==> config.mk <==
export PLATFORM = sky130hd
export DESIGN_NAME = axi4_lite_cmd_master
export DESIGN_NICKNAME = d
export VERILOG_FILES = /design/src/rtl/axi4_lite_cmd_master.sv
export SDC_FILE = /design/constraint.sdc
export NUM_CORES = 1
export LEC_CHECK = 0
export BUFFER_PORTS_ARGS = -buffer_cell sky130_fd_sc_hd__clkbuf_2
export CORE_UTILIZATION = 42
export CTS_CLUSTER_DIAMETER = 30
export CTS_CLUSTER_SIZE = 30
export DETAILED_ROUTE_END_ITERATION = 16
export HOLD_SLACK_MARGIN = 0.12
export PLACE_DENSITY = 0.72
export SLEW_MARGIN = 20
export SYNTH_ARGS = -nofsm -noshare
export SYNTH_HDL_FRONTEND = slang
export SYNTH_SLANG_ARGS = --single-unit
==> constraint.sdc <==
create_clock -name M_AXI_ACLK -period 4.04 [get_ports M_AXI_ACLK]
set_clock_uncertainty 0.1 [all_clocks]
set_input_delay 0.202 -clock M_AXI_ACLK [delete_from_list [all_inputs] [get_ports M_AXI_ACLK]]
set_output_delay 0.202 -clock M_AXI_ACLK [all_outputs]
set_load 0.02 [all_outputs]
==> src/rtl/axi4_lite_cmd_master.sv <==
// axi4_lite_cmd_master: turns a single-beat command stream into AXI4-Lite
// write/read transactions, one at a time, and returns the response on a
// valid/ready port. All outputs are registered.
// Optional watchdog: define AXI_MASTER_TIMEOUT_EN to build the cycle counter
// and sticky TIMEOUT flag; otherwise TIMEOUT is tied low.
module axi4_lite_cmd_master #(
  parameter int                            C_S_AXI_DATA_WIDTH = 32,
  parameter int                            C_S_AXI_ADDR_WIDTH = 32,
  parameter logic [C_S_AXI_ADDR_WIDTH-1:0] C_BASEADDR         = 32'h7c800000,
  parameter int                            C_OFFSET_WIDTH     = 16,
  parameter int                            C_TIMEOUT          = 8
) (
  input  logic                          M_AXI_ACLK,
  input  logic                          M_AXI_ARESET,
  // command stream
  input  logic                          CMD_VALID,
  output logic                          CMD_READY,
  input  logic                          CMD_WRITE,
  input  logic [C_OFFSET_WIDTH-1:0]     CMD_OFFSET,
  input  logic [C_S_AXI_DATA_WIDTH-1:0] CMD_WDATA,
  // response stream
  output logic                          RSP_VALID,
  input  logic                          RSP_READY,
  output logic                          RSP_WRITE,
  output logic [C_S_AXI_DATA_WIDTH-1:0] RSP_RDATA,
  output logic [1:0]                    RSP_RESP,
  output logic                          BUSY,
  output logic                          TIMEOUT,
  // AXI4-Lite master
  output logic [C_S_AXI_ADDR_WIDTH-1:0] M_AXI_AWADDR,
  output logic                          M_AXI_AWVALID,
  input  logic                          M_AXI_AWREADY,
  output logic [C_S_AXI_DATA_WIDTH-1:0] M_AXI_WDATA,
  output logic [3:0]                    M_AXI_WSTRB,
  output logic                          M_AXI_WVALID,
  input  logic                          M_AXI_WREADY,
  input  logic [1:0]                    M_AXI_BRESP,
  input  logic                          M_AXI_BVALID,
  output logic                          M_AXI_BREADY,
  output logic [C_S_AXI_ADDR_WIDTH-1:0] M_AXI_ARADDR,
  output logic                          M_AXI_ARVALID,
  input  logic                          M_AXI_ARREADY,
  input  logic [C_S_AXI_DATA_WIDTH-1:0] M_AXI_RDATA,
  input  logic [1:0]                    M_AXI_RRESP,
  input  logic                          M_AXI_RVALID,
  output logic                          M_AXI_RREADY
);

  localparam int AW = C_S_AXI_ADDR_WIDTH;
  localparam int DW = C_S_AXI_DATA_WIDTH;

  // Only a 32-bit data path and an 8-bit watchdog are implemented.
  if (DW != 32 || C_TIMEOUT < 1 || C_TIMEOUT > 255 || C_OFFSET_WIDTH >= AW) begin : g_param_err
    $error("axi4_lite_cmd_master: unsupported parameter set");
  end

  typedef enum logic [2:0] {
    S_IDLE, S_WRITE, S_WRESP, S_RADDR, S_RDATA, S_RESP
  } state_t;

  state_t          state_q;
  logic            cmd_ready_q, busy_q;
  logic            rsp_valid_q, rsp_write_q;
  logic [DW-1:0]   rsp_rdata_q;
  logic [1:0]      rsp_resp_q;
  logic [AW-1:0]   awaddr_q, araddr_q;
  logic [DW-1:0]   wdata_q;
  logic            awvalid_q, wvalid_q, bready_q, arvalid_q, rready_q;

  // Word-aligned target address of the incoming command.
  logic [AW-1:0]   addr_sum;
  logic [AW-1:0]   addr_d;
  assign addr_sum = C_BASEADDR + {{(AW-C_OFFSET_WIDTH){1'b0}}, CMD_OFFSET};
  assign addr_d   = {addr_sum[AW-1:2], 2'b00};

  // Handshake completion terms for the write-address/data phase.
  logic aw_done, w_done;
  assign aw_done = !awvalid_q || M_AXI_AWREADY;
  assign w_done  = !wvalid_q  || M_AXI_WREADY;

  // Transaction FSM; every output is a register updated on the transition.
  always_ff @(posedge M_AXI_ACLK or posedge M_AXI_ARESET) begin
    if (M_AXI_ARESET) begin
      state_q     <= S_IDLE;
      cmd_ready_q <= 1'b1;
      busy_q      <= 1'b0;
      rsp_valid_q <= 1'b0;
      rsp_write_q <= 1'b0;
      rsp_rdata_q <= '0;
      rsp_resp_q  <= 2'b00;
      awaddr_q    <= '0;
      araddr_q    <= '0;
      wdata_q     <= '0;
      awvalid_q   <= 1'b0;
      wvalid_q    <= 1'b0;
      bready_q    <= 1'b0;
      arvalid_q   <= 1'b0;
      rready_q    <= 1'b0;
    end else begin
      case (state_q)
        S_IDLE: if (CMD_VALID) begin
          cmd_ready_q <= 1'b0;
          busy_q      <= 1'b1;
          rsp_write_q <= CMD_WRITE;
          if (CMD_WRITE) begin
            awaddr_q  <= addr_d;
            wdata_q   <= CMD_WDATA;
            awvalid_q <= 1'b1;
            wvalid_q  <= 1'b1;
            state_q   <= S_WRITE;
          end else begin
            araddr_q  <= addr_d;
            arvalid_q <= 1'b1;
            state_q   <= S_RADDR;
          end
        end
        S_WRITE: begin
          // AW and W retire independently; move on once both have.
          if (awvalid_q && M_AXI_AWREADY) awvalid_q <= 1'b0;
          if (wvalid_q  && M_AXI_WREADY)  wvalid_q  <= 1'b0;
          if (aw_done && w_done) begin
            bready_q <= 1'b1;
            state_q  <= S_WRESP;
          end
        end
        S_WRESP: if (M_AXI_BVALID) begin
          bready_q    <= 1'b0;
          rsp_resp_q  <= M_AXI_BRESP;
          rsp_rdata_q <= '0;
          rsp_valid_q <= 1'b1;
          state_q     <= S_RESP;
        end
        S_RADDR: if (M_AXI_ARREADY) begin
          arvalid_q <= 1'b0;
          rready_q  <= 1'b1;
          state_q   <= S_RDATA;
        end
        S_RDATA: if (M_AXI_RVALID) begin
          rready_q    <= 1'b0;
          rsp_rdata_q <= M_AXI_RDATA;
          rsp_resp_q  <= M_AXI_RRESP;
          rsp_valid_q <= 1'b1;
          state_q     <= S_RESP;
        end
        S_RESP: if (RSP_READY) begin
          rsp_valid_q <= 1'b0;
          cmd_ready_q <= 1'b1;
          busy_q      <= 1'b0;
          state_q     <= S_IDLE;
        end
        default: state_q <= S_IDLE;
      endcase
    end
  end

`ifdef AXI_MASTER_TIMEOUT_EN
  logic [7:0] to_cnt_q;
  logic       timeout_q;
  logic       in_xfer;
  assign in_xfer = (state_q == S_WRITE) || (state_q == S_WRESP) ||
                   (state_q == S_RADDR) || (state_q == S_RDATA);

  // Watchdog: counts cycles of the current transaction; flag is sticky
  // and purely informational, the transaction keeps running.
  always_ff @(posedge M_AXI_ACLK or posedge M_AXI_ARESET) begin
    if (M_AXI_ARESET) begin
      to_cnt_q  <= 8'd0;
      timeout_q <= 1'b0;
    end else if (state_q == S_IDLE && CMD_VALID) begin
      to_cnt_q  <= 8'd0;
    end else if (in_xfer) begin
      if (to_cnt_q != 8'hFF) to_cnt_q <= to_cnt_q + 8'd1;
      if (int'(to_cnt_q) + 1 >= C_TIMEOUT) timeout_q <= 1'b1;
    end
  end
  assign TIMEOUT = timeout_q;
`else
  assign TIMEOUT = 1'b0;
`endif

  assign CMD_READY     = cmd_ready_q;
  assign BUSY          = busy_q;
  assign RSP_VALID     = rsp_valid_q;
  assign RSP_WRITE     = rsp_write_q;
  assign RSP_RDATA     = rsp_rdata_q;
  assign RSP_RESP      = rsp_resp_q;
  assign M_AXI_AWADDR  = awaddr_q;
  assign M_AXI_AWVALID = awvalid_q;
  assign M_AXI_WDATA   = wdata_q;
  assign M_AXI_WSTRB   = 4'hF;
  assign M_AXI_WVALID  = wvalid_q;
  assign M_AXI_BREADY  = bready_q;
  assign M_AXI_ARADDR  = araddr_q;
  assign M_AXI_ARVALID = arvalid_q;
  assign M_AXI_RREADY  = rready_q;

endmodule

==> metrics.md, run 1 <==
| Metric | Value |
|---|---|
| I/O pin count | `238` |
| Share of Yosys cell area claimed by the top area cell type | `57.2%` |
| Clk sinks | `108` |
| Congestion Overflow GR | `0` |
| FF-to-FF path depth | `4` |
| Status | `finished, final reports clean` |
| Classification of the worst setup path | `reg -> reg` |
| Cell Area, Synth | `about 4700 um2` |
| Most frequent cell after synthesis | `dfrtp_1` |
| Final period utilization | `62.8%` |
| Wirelength, routed | `11700 um` |
| Place WS | `1710 ps` |
| Slew Viols, Final | `0` |
| Unrepaired setup endpoints after global routing | `false` |
| Setup TNS | `0 ps` |
| Max Cap Viol | `0` |
| Final net count | `692` |
| Antenna Cells | `0` |
| Largest family of logic cells by synthesized area | `multiplexers` |
| Area leader, netlist | `dfrtp_1` |
| Critical Path RT | `roughly 4200 ps` |
| Initial antenna violation count | `0` |
| Area Growth Syn to Fin | `43.4%` |
| Layout cells sized above 1 | `between 40% and 50%` |
| Mapped Avg Cell Area | `14.8 um2` |
| Post-synth ARST share | `100%` |
| Syn Inst Count | `316` |
| Core ar. | `10800 um2` |
| Post-synth EDFFs | `0` |
| Synth unique cells | `39` |
| PD cells | `741 nW/um2` |
| CTS tree | `built` |
| Final Worst Setup Slack | `1500 ps` |
| CTS clk-pin slew, worst paths | `about 100 ps` |
| Via count | `around 3500` |
| Gr usage total | `around a fifth` |
| Initial DRC count | `121` |
| Global placer's final weighted congestion | `between 0.7 and 0.8` |
| Worst-Skew Late Latency | `360 ps` |
| Yosys warning total | `0` |
| Worst setup SP type | `register` |
| Vias in the first global route | `roughly 3500` |
| Number of gates resized after cts | `0` |
| XOR/XNOR Fraction of Synth Area | `0%` |
| Port-buffer cells | `206` |
| Clk buf depth | `2` |
| DIE AREA | `11600 um2` |
| Largest cells by area after synthesis | `dfrtp_1 (57%), mux2_4 (15%), buf_4 (6.3%)` |
| Cell leakage power | `0.00355 uW` |
| Cell depth of the worst hold path | `4` |
| Num CTS Buffers | `9` |
| Fill cells | `831` |
| Actual transition at the worst max-transition pin | `about 950 ps` |
| Site Rows | `38` |
| Mux contribution to synthesized area | `between 10% and 20%` |
| CTS root buf | `clkbuf_8` |
| Adder-Cell Fraction of Synth Area | `0%` |
| H-Tree Level Count | `3` |
| Chip width | `108 um` |
| DRT Pass-1 Iters | `4` |
| Crit path max fanout | `20` |
| Top_reg_cell synth | `dfrtp_1` |
| First-pass GRT wire length | `18200 um` |
| Peak Freq | `394 MHz` |
| Setup-failing EPs final | `0` |
| Worst Hold Class | `in -> reg` |
| Via density | `4.71` |
| Largest net degree at the start of global routing | `74` |
| Post-CTS Setup Inserts | `0` |
| Register area share after synthesis | `roughly 58%` |
| Slew margin rel. | `36.5%` |
| CP arrival | `2700 ps` |
| Number of synthesized register bits | `108` |
| Post-DP HPWL | `7050 um` |
| Post-layout minimum cycle time | `2540 ps` |
| Most instantiated cells after synthesis | `dfrtp_1 (107), mux2_4 (46), buf_4 (39), a22o_1 (32), mux2_2 (19)` |
| CP endpoint kind | `register` |
| Final ANT Viol Nets | `0` |
| Synth Area in Compound Gates | `9.15%` |
| DRC viols | `0` |
| Initial Util | `43.1%` |
| Routed len/inst | `roughly 16 um` |
| Post-synthesis simple-gate area fraction | `3.58%` |
| Hold Vio Cnt, Final | `0` |
| Die height | `108 um` |
| VDD IR max | `roughly 0.45 mV` |
[layout by cell type, fill, tap and decap left out, types with 2 or more instances in the layout]
| master | count |
|---|---|
| nand2_1 | 3 |
| dlygate4sd3_1 | 92 |
| inv_1 | 3 |
| nor2_1 | 4 |
| nor2b_1 | 2 |
| clkbuf_2 | 206 |
| nand2b_1 | 5 |
| a21oi_1 | 6 |
| nand3_1 | 3 |
| dfrtp_1 | 107 |
| mux2_4 | 46 |
| buf_4 | 3 |
| clkbuf_8 | 12 |
| conb_1 | 29 |
| nand3b_1 | 2 |
| a22o_1 | 32 |
| o21ai_0 | 3 |
| mux2_2 | 19 |
[state kept, by name, summed over array words and instances (netlist names)]
register       count
M_AXI_WDATA       32
RSP_RDATA         32
M_AXI_ARADDR      15
M_AXI_AWADDR      15
state_q            3
RSP_RESP           2
BUSY               1
CMD_READY          1
M_AXI_ARVALID      1
M_AXI_AWVALID      1
M_AXI_BREADY       1
M_AXI_RREADY       1
M_AXI_WVALID       1
RSP_VALID          1
RSP_WRITE          1
[worst max-delay path: stages (launching register included)]
cell and delay (ps):
dfrtp_1 630, nor3b_1 510, mux2_2 390, dlygate4sd3_1 550, mux2_2 260
[metrics by stage]
step                cell area [um2]  util [%]  power (uW)  std cells  hold WS, ps
floorplan                      4780         -        3500        343          219
global placement               5570      51.4        4100        635          319
detailed placement             5570      51.4        4160        635          328
CTS                            6710      61.9        4960        743          175
global route                   6710      61.9        5230        743          205
finish                         6710      61.9        4970        743          208
[cell type report]
type                            count  area, um2  area share [%]
Inverter                            4       17.5           0.261
Multi-Input combinational cell    174       1620            24.2
Clock inverter                      3       43.8           0.653
Tap cell                          140        175            2.61
Timing Repair Buffer              301       1970            29.4
Sequential cell                   108       2700            40.3
Clock buffer                       13        169            2.52
[power by group]
part / switching (uW) / internal [uW]
logic: 1260 / 1070
clock network: 352 / 338
registers: 366 / 1580
[layer usage]
layer,vias to the layer above,GRT usage [%],routed length [um],part of all wire (%)
met5,-,0,0,0
met4,0,8.41,232,2.0
met3,14,4.24,894,7.6
met2,180,34.7,5750,49
met1,1696,25.2,4870,41
li1,1609,-,-,-
[final timing paths]
path                                             start                  endpoint  slack, ps
worst max-delay path            state_q[0]$_DFFE_PP0P_   RSP_RESP[1]$_DFFE_PP0P_       1500
worst min-delay path                      M_AXI_RVALID    state_q[0]$_DFFE_PP0P_        210
worst max register to register  state_q[0]$_DFFE_PP0P_   RSP_RESP[1]$_DFFE_PP0P_       1500
worst min register to register   CMD_READY$_DFFE_PP1P_     CMD_READY$_DFFE_PP1P_        400
max in group asynchronous                 M_AXI_ARESET  RSP_RDATA[4]$_DFFE_PP0P_       2370
min in group asynchronous                 M_AXI_ARESET  RSP_RDATA[3]$_DFFE_PP0P_        460
[timing repair]
| item | in CTS | in global routing |
|---|---|---|
| hold buffers | 92 | 0 |
| endpoints found under the hold margin | 174 | 0 |
| endpoints found under the setup margin | 0 | 0 |
[kinds of logic (layout without fill, tap and decap cells)]
| logic type | after synthesis | count (layout) |
|---|---|---|
| flops | 108 | 108 |
| compound gates | 54 | 54 |
| simple gates | 26 | 26 |
| buf+inv | 61 | 321 |
| mux | 65 | 65 |
| other cells | 2 | 29 |
Note: power is estimated with default switching activity, not from simulation.
==> run 2, diff against run 1 <==
--- a/config.mk
+++ b/config.mk
@@ -5,6 +5,7 @@
 export SDC_FILE = /design/constraint.sdc
 export NUM_CORES = 1
 export LEC_CHECK = 0
+export ABC_AREA = 1
 export BUFFER_PORTS_ARGS = -buffer_cell sky130_fd_sc_hd__clkbuf_2
 export CORE_UTILIZATION = 42
 export CTS_CLUSTER_DIAMETER = 30
==> constraint.sdc (replaced) <==
create_clock -name M_AXI_ACLK -period 2.5 [get_ports M_AXI_ACLK]
set_clock_uncertainty 0.1 [all_clocks]
set_input_delay 0.125 -clock M_AXI_ACLK [delete_from_list [all_inputs] [get_ports M_AXI_ACLK]]
set_output_delay 0.125 -clock M_AXI_ACLK [all_outputs]
set_load 0.02 [all_outputs]
==> run 2 against run 1 <==
  * Cell area up 2.5%
  * Global-route usage up 1.6 points
  * Final cell count up 28%
  * Area after synthesis up 1.3%
  * Maximum frequency up 8.4%
  * Clock-buffer cell count down 3
  * Sequential power up 52%
  * Setup slack worse by 1300 ps
  * Largest cell class unchanged
  * Non-clock buffer count up 3
==> metrics.md, run 2 <==
| Metric | Value |
|---|---|
| Status | `finished, final reports clean` |
| Site Rows | `38 (unchanged)` |
| Setup-failing EPs final | `0 (unchanged)` |
| Global placer's final weighted congestion | `0.819 (+12%)` |
| FF-to-FF path depth | `6 (+2)` |
| Commonest non-fill, non-tap cells in the layout | `clkbuf_2 (206), nand2_1 (185), dfrtp_1 (107), dlygate4sd3_1 (92), nand3_1 (70)` |
| Classification of the worst setup path | `reg -> reg` |
| Initial DRC count | `251 (+110%)` |
| Post-DP HPWL | `7610 um (+8.0%)` |
| CP endpoint kind | `register` |
| Setup TNS | `0 ps (unchanged)` |
| Critical Path Source | `state_q[0]$_DFFE_PP0P_` |
| Worst reg2reg setup slack | `160 ps (-1340 ps)` |
| Slew margin rel. | `62.4% (+26 points)` |
| PD cells | `1130 nW/um2 (+52%)` |
| Area leader, netlist | `dfrtp_1` |
| Layout cells sized above 1 | `30.8% (-19 points)` |
| Most instantiated cells after synthesis | `nand2_1 (185), dfrtp_1 (107), nand3_1 (70), buf_4 (40), inv_1 (31)` |
| Post-synth ARST share | `100% (unchanged)` |
| Hold EP | `M_AXI_ARVALID$_DFFE_PP0P_` |
| Die height | `108 um (+0.63%)` |
| Worst setup SP type | `register` |
| DRC viols | `0 (unchanged)` |
| Post-synth EDFFs | `0 (unchanged)` |
| DRT Pass-1 Iters | `5 (+1)` |
| Initial antenna violation count | `0 (unchanged)` |
| Max Cap Viol | `0 (unchanged)` |
| Final net count | `897 (+30%)` |
| Most frequent cell after synthesis | `nand2_1` |
| CP arrival | `2460 ps (-240 ps)` |
| Clk sinks | `108 (unchanged)` |
| Reg2reg start | `state_q[0]$_DFFE_PP0P_` |
| Unrepaired setup endpoints after global routing | `false` |
| Via density | `4.62 (-1.9%)` |
| DIE AREA | `11700 um2 (+1.3%)` |
| Yosys warning total | `0 (unchanged)` |
| Overall Power | `7770 uW (+56%)` |
| Final ANT Viol Nets | `0 (unchanged)` |
| Routed len/inst | `13.4 um (-15%)` |
| Cell leakage power | `0.00389 uW (+9.7%)` |
| Fill cells | `891 (+7.2%)` |
| Final period utilization | `93.7% (+31 points)` |
| Critical Path RT | `2620 ps (-1580 ps)` |
| Min-delay src | `CMD_VALID` |
| Cell depth of the worst hold path | `5 (+1)` |
| Mapped Avg Cell Area | `8.97 um2 (-39%)` |
| Reg2Reg Capture Point | `state_q[1]$_DFFE_PP0P_` |
| Hold Vio Cnt, Final | `0 (unchanged)` |
| CTS clk-pin slew, worst paths | `70 ps (-30 ps)` |
| Commonest non-fill, non-tap cell in the layout | `clkbuf_2` |
| Antenna Cells | `0 (unchanged)` |
| Largest cells by area after synthesis | `dfrtp_1 (57%), nand2_1 (15%), nand3_1 (7.4%)` |
| Syn Inst Count | `528 (+67%)` |
| Gr usage total | `22.0% (+1.6 points)` |
| Num CTS Buffers | `9 (unchanged)` |
| Share of Yosys cell area claimed by the top area cell type | `56.5% (-0.73 points)` |
| Port-buffer cells | `206 (unchanged)` |
| CTS root buf | `clkbuf_16` |
| Largest net degree at the start of global routing | `109 (+47%)` |
| H-Tree Level Count | `3 (unchanged)` |
| Via count | `4379 (+25%)` |
| VDD IR max | `0.494 mV (+11%)` |
| I/O pin count | `238 (unchanged)` |
| Synth unique cells | `29 (-26%)` |
| Vias in the first global route | `4346 (+22%)` |
| Number of synthesized register bits | `108 (unchanged)` |
| Post-layout minimum cycle time | `2340 ps (-196 ps)` |
| Actual transition at the worst max-transition pin | `564 ps (-388 ps)` |
| Clk buf depth | `2 (unchanged)` |
| Chip width | `108 um (+0.63%)` |
| Initial Util | `43.3% (+0.17 points)` |
| Worst-Skew Late Latency | `330 ps (-30 ps)` |
| Worst Hold Class | `in -> reg` |
| Congestion Overflow GR | `0 (unchanged)` |
| Cell Area, Synth | `4740 um2 (+1.3%)` |
| Post-CTS Setup Inserts | `0 (unchanged)` |
| Crit path max fanout | `8 (-60%)` |
| Register area share after synthesis | `57.1% (-0.73 points)` |
| Area Growth Syn to Fin | `45.1%` |
| Number of gates resized after cts | `0 (unchanged)` |
| Top_reg_cell synth | `dfrtp_1` |
| Slew Viols, Final | `0 (unchanged)` |
| CTS tree | `built` |
| Peak Freq | `427 MHz (+8.4%)` |
| Core ar. | `10900 um2 (+0.88%)` |
| First-pass GRT wire length | `20100 um (+11%)` |
| Wirelength, routed | `12700 um (+7.9%)` |
## run 2: changes by cell type in the layout (fill, tap and decap cells not counted), sizes merged, moves of 3 or more
cell / previous run / this run
clkinvlp: 0 / 3
o21ai: 3 / 36
buf: 3 / 6
a22o: 32 / 0
nand2: 3 / 189
nor2: 4 / 10
inv: 4 / 35
mux2: 65 / 0
nand3: 3 / 71
nand2b: 6 / 0
clkbuf: 219 / 216
a21oi: 6 / 2
## run 2: area by class of cell
cell class / instances / area [um2] / share of cell area, %
inverters: 35 / 135 / 1.97
well taps: 140 / 175 / 2.55
clock inverters: 6 / 63.8 / 0.928
multi-input cells: 345 / 1550 / 22.5
flip-flops and latches: 108 / 2700 / 39.3
repair buffers: 304 / 2020 / 29.4
clock buffers: 10 / 229 / 3.33
## run 2: cell families (layout without fill, tap and decap cells)
| kind of cell | Yosys count | in the layout | share of synthesized area (%) |
|---|---|---|---|
| compound gates | 43 | 43 | 5.20 |
| buf+inv | 102 | 355 | 12.4 |
| other cells | 2 | 29 | 0.159 |
| simple gates | 273 | 273 | 25.1 |
| flops | 108 | 108 | 57.1 |
## run 2: critical path, cell delays in order, from the launching register on
cell and delay (ps):
dfrtp_1 600, inv_1 140, nand2_1 150, o21a_1 120, dlygate4sd3_1 540, nand2_1 50, dlygate4sd3_1 540
## run 2: where the power goes
group	leakage, uW	switching, uW	total, uW	internal, uW
Clock	0.000139	628	1410	778
Sequential	0.00136	476	2970	2500
Combinational	0.00239	2250	3390	1140
Total	0.00389	3350	7770	4420
## run 2: what timing repair did
item | CTS | global route
endpoints found under the hold margin | 210 | 0
setup endpoints to repair | 0 | 0
hold buffers | 92 | 0
## run 2: how the worst max path moves through the flow
stage	endpoint
after floorplan	BUSY$_DFFE_PP0P_
after global placement	M_AXI_AWADDR[3]$_DFFE_PP0P_
after detailed placement	RSP_RESP[1]$_DFFE_PP0P_
after CTS	state_q[1]$_DFFE_PP0P_
after global routing	state_q[1]$_DFFE_PP0P_
final	state_q[1]$_DFFE_PP0P_
## run 2: metal layers
layer / part of all wire [%] / vias up / GRT usage (%) / wire length [um]
met1: 39 / 2051 / 25.1 / 4990
li1: - / 2134 / - / -
met2: 53 / 171 / 40.1 / 6700
met4: 2.4 / 0 / 9.98 / 305
met5: 0 / - / 0 / 0
met3: 5.4 / 23 / 3.74 / 681
## run 2: metrics by stage
step | cell area, um2 | hold WS, ps | setup WS [ps] | util [%] | std cells
final | 6870 | 143 | 158 | 62.9 | 948
after global routing | 6870 | 151 | 19.7 | 62.9 | 948
after floorplan | 4840 | 170 | 974 | - | 555
after global placement | 5660 | 228 | 746 | 51.8 | 840
after detailed placement | 5660 | 239 | 698 | 51.8 | 840
after CTS | 6870 | 139 | 159 | 62.9 | 948
==> run 3, diff against run 2 <==
--- a/config.mk
+++ b/config.mk
@@ -17,3 +17,4 @@
 export SYNTH_ARGS = -nofsm -noshare
 export SYNTH_HDL_FRONTEND = slang
 export SYNTH_SLANG_ARGS = --single-unit
+export TNS_END_PERCENT = 20
==> constraint.sdc (replaced) <==
create_clock -name M_AXI_ACLK -period 2.3 [get_ports M_AXI_ACLK]
set_clock_uncertainty 0.1 [all_clocks]
set_input_delay 0.115 -clock M_AXI_ACLK [delete_from_list [all_inputs] [get_ports M_AXI_ACLK]]
set_output_delay 0.115 -clock M_AXI_ACLK [all_outputs]
set_load 0.02 [all_outputs]
==> run 3 against run 2 <==
  * Sequential cell count stayed put
  * Die area unchanged
  * Core utilization decreased by 0.18 points
  * Global-route usage shrank 0.77 points
  * Register-to-register slack improved by 170 ps
  * Clock-buffer cell count rose by 3
  * Routed wire length shrank 3.3%
  * Critical path depth rose by 2
  * Final cell count fell by 0.11%
  * Largest cell class unchanged
==> metrics.md, run 3 (same netlist as run 2, synthesis figures left out) <==
| Metric | Value |
|---|---|
| Status | `finished, final reports clean` |
| Wirelength, routed | `12300 um (-3.3%)` |
| CTS root buf | `clkbuf_16` |
| Post-DP HPWL | `7730 um (+1.5%)` |
| Classification of the worst setup path | `reg -> reg` |
| Port-buffer cells | `206 (unchanged)` |
| CP arrival | `2100 ps (-360 ps)` |
| DRC viols | `0 (unchanged)` |
| Commonest non-fill, non-tap cells in the layout | `clkbuf_2 (206), nand2_1 (185), dfrtp_1 (107), dlygate4sd3_1 (92), nand3_1 (70)` |
| Initial DRC count | `270 (+7.6%)` |
| Worst-Skew Late Latency | `330 ps (about the same)` |
| Routed len/inst | `12.9 um (-3.2%)` |
| Die height | `108 um (unchanged)` |
| Actual transition at the worst max-transition pin | `620 ps (+55.9 ps)` |
| PD cells | `1210 nW/um2 (+7.5%)` |
| Gr usage total | `21.3% (-0.77 points)` |
| Number of gates resized after cts | `0 (unchanged)` |
| Via density | `4.63 (+0.27%)` |
| NetSw | `3590 uW (+7.0%)` |
| Site Rows | `38 (unchanged)` |
| H-Tree Level Count | `3 (unchanged)` |
| Clk sinks | `108 (unchanged)` |
| I/O pin count | `238 (unchanged)` |
| DRT Pass-1 Iters | `4 (-1)` |
| Placed cell areas | `5660 um2 (about the same)` |
| Clk buf depth | `2 (unchanged)` |
| DIE AREA | `11700 um2 (unchanged)` |
| Cell Chain, Critical Path | `nor2_8 -> nand2_2 -> inv_2 -> nand2_1 -> nand3_4 -> inv_1 -> nand2_1 -> nand2_1` |
| Layout cells sized above 1 | `30.7% (-0.086 points)` |
| Crit-path slowest cell | `dfrtp_1` |
| Setup TNS | `0 ps (unchanged)` |
| Final period utilization | `85.8% (-7.9 points)` |
| Setup-failing EPs final | `0 (unchanged)` |
| Worst setup SP type | `register` |
| CP endpoint kind | `register` |
| Slew margin rel. | `58.7% (-3.7 points)` |
| Cell Int Power | `4740 uW (+7.3%)` |
| Core ar. | `10900 um2 (unchanged)` |
| Largest net degree at the start of global routing | `109 (unchanged)` |
| Clock power frac | `17.4% (-0.7 points)` |
| Peak Freq | `507 MHz (+19%)` |
| CTS tree | `built` |
| Cell family with most CP delay | `simple AND/OR/NAND/NOR gates` |
| Area Growth Syn to Fin | `44.7%` |
| Vias in the first global route | `4285 (-1.4%)` |
| Crit path max fanout | `36 (+28)` |
| Initial Util | `43.3% (unchanged)` |
| Final net count | `898 (+0.11%)` |
| Commonest non-fill, non-tap cell in the layout | `clkbuf_2` |
| Worst Hold Class | `in -> reg` |
| Part of the power in combinational logic | `43.9% (+0.3 points)` |
| Sw Ratio | `43.1% (-0.077 points)` |
| Sequential power share | `38.8% (+0.5 points)` |
| VDD IR max | `0.689 mV (+40%)` |
| Most used cell, CP | `nand2_1` |
| Congestion Overflow GR | `0 (unchanged)` |
| Final ANT Viol Nets | `0 (unchanged)` |
| Unrepaired setup endpoints after global routing | `false` |
| First-pass GRT wire length | `19500 um (-3.1%)` |
| Chip width | `108 um (unchanged)` |
| CTS clk-pin slew, worst paths | `70 ps (about the same)` |
| Hold Vio Cnt, Final | `0 (unchanged)` |
| Num CTS Buffers | `9 (unchanged)` |
| Cell leakage power | `0.00389 uW (-0.15%)` |
| Critical Path RT | `2420 ps (-200 ps)` |
| Largest stage delay, worst path | `510 ps (-90 ps)` |
| Max Cap Viol | `0 (unchanged)` |
| Global placer's final weighted congestion | `0.773 (-5.7%)` |
| Slew Viols, Final | `0 (unchanged)` |
| Initial antenna violation count | `0 (unchanged)` |
| Post-layout minimum cycle time | `1970 ps (-370 ps)` |
| Antenna Cells | `0 (unchanged)` |
| Final instance area | `6850 um2 (-0.29%)` |
| CP Buf/Inv Count | `2 (-1)` |
| Fill cells | `936 (+5.1%)` |
| Via count | `4386 (+0.16%)` |
-- run 3: changes by cell type in the layout (fill, tap and decap cells not counted) --
cell | before | now
inv_6 | 1 | 0
buf_4 | 4 | 6
buf_12 | 2 | 1
bufinv_16 | 1 | 0
clkinv_2 | 2 | 0
clkbuf_8 | 0 | 3
clkinvlp_4 | 3 | 2
-- run 3: worst min-delay path, delay by kind of cell --
kind | cells | cell delay [ps]
simple gates | 2 | 260
buf+inv | 2 | 160
-- run 3: path summary, 6_finish.rpt --
path / from / to / slack, ps / depth (start not counted)
max: state_q[0]$_DFFE_PP0P_ / RSP_RESP[1]$_DFFE_PP0P_ / 330 / 8
min: CMD_VALID / M_AXI_ARADDR[29]$_DFFE_PP0P_ / 140 / 4
max reg2reg: state_q[0]$_DFFE_PP0P_ / RSP_RESP[1]$_DFFE_PP0P_ / 330 / 8
min reg2reg: M_AXI_WDATA[28]$_DFFE_PP0P_ / M_AXI_WDATA[28]$_DFFE_PP0P_ / 370 / 2
max in group asynchronous: M_AXI_ARESET / M_AXI_ARADDR[7]$_DFFE_PP0P_ / 1240 / 4
min in group asynchronous: M_AXI_ARESET / M_AXI_AWADDR[15]$_DFFE_PP0P_ / 350 / 4
-- run 3: cell type report --
type / instances / area (um2) / share of cell area [%]
sequential: 108 / 2700 / 39.4
timing repair buffer: 305 / 2020 / 29.4
multi-input combinational: 345 / 1550 / 22.5
clock buffer: 13 / 270 / 3.94
tap: 140 / 175 / 2.56
inverter: 35 / 135 / 1.97
clock inverter: 1 / 7.51 / 0.110
-- run 3: repair_timing --
| action | CTS | global route |
|---|---|---|
| hold buffers | 92 | 0 |
| setup buffers | 0 | 0 |
| hold endpoints to repair | 210 | 0 |
-- run 3: power by group through the flow --
| stage | sequential [uW] | combinational, uW | clock, uW |
|---|---|---|---|
| 6_report | 3230 | 3650 | 1450 |
| 5_1_grt | 3320 | 4040 | 1560 |
| 4_1_cts | 3220 | 3660 | 1490 |
| 3_5_place_dp | 3240 | 3530 | 0 |
| 3_3_place_gp | 3190 | 3450 | 0 |
| 2_1_floorplan | 4130 | 1510 | 0 |
-- run 3: metrics by stage --
step	cells	power [uW]	hold WS, ps	utilization (%)	worst slack (ps)
floorplan	555	5640	160	-	784
global placement	841	6640	216	51.7	374
detailed placement	841	6770	235	51.7	328
CTS	947	8370	143	62.7	322
global route	947	8910	164	62.7	167
finish	947	8320	138	62.7	327
-- run 3: per-layer routing --
layer  vias to the layer above  wire length, um  part of all wire (%)  global-route usage (%)
met3                        25              642                   5.2                    3.44
met4                         0              310                   2.5                    9.39
met2                       173             6360                    52                    38.7
met5                         -                0                     0                       0
met1                      2054             4940                    40                    24.5
li1                       2134                -                     -                       -
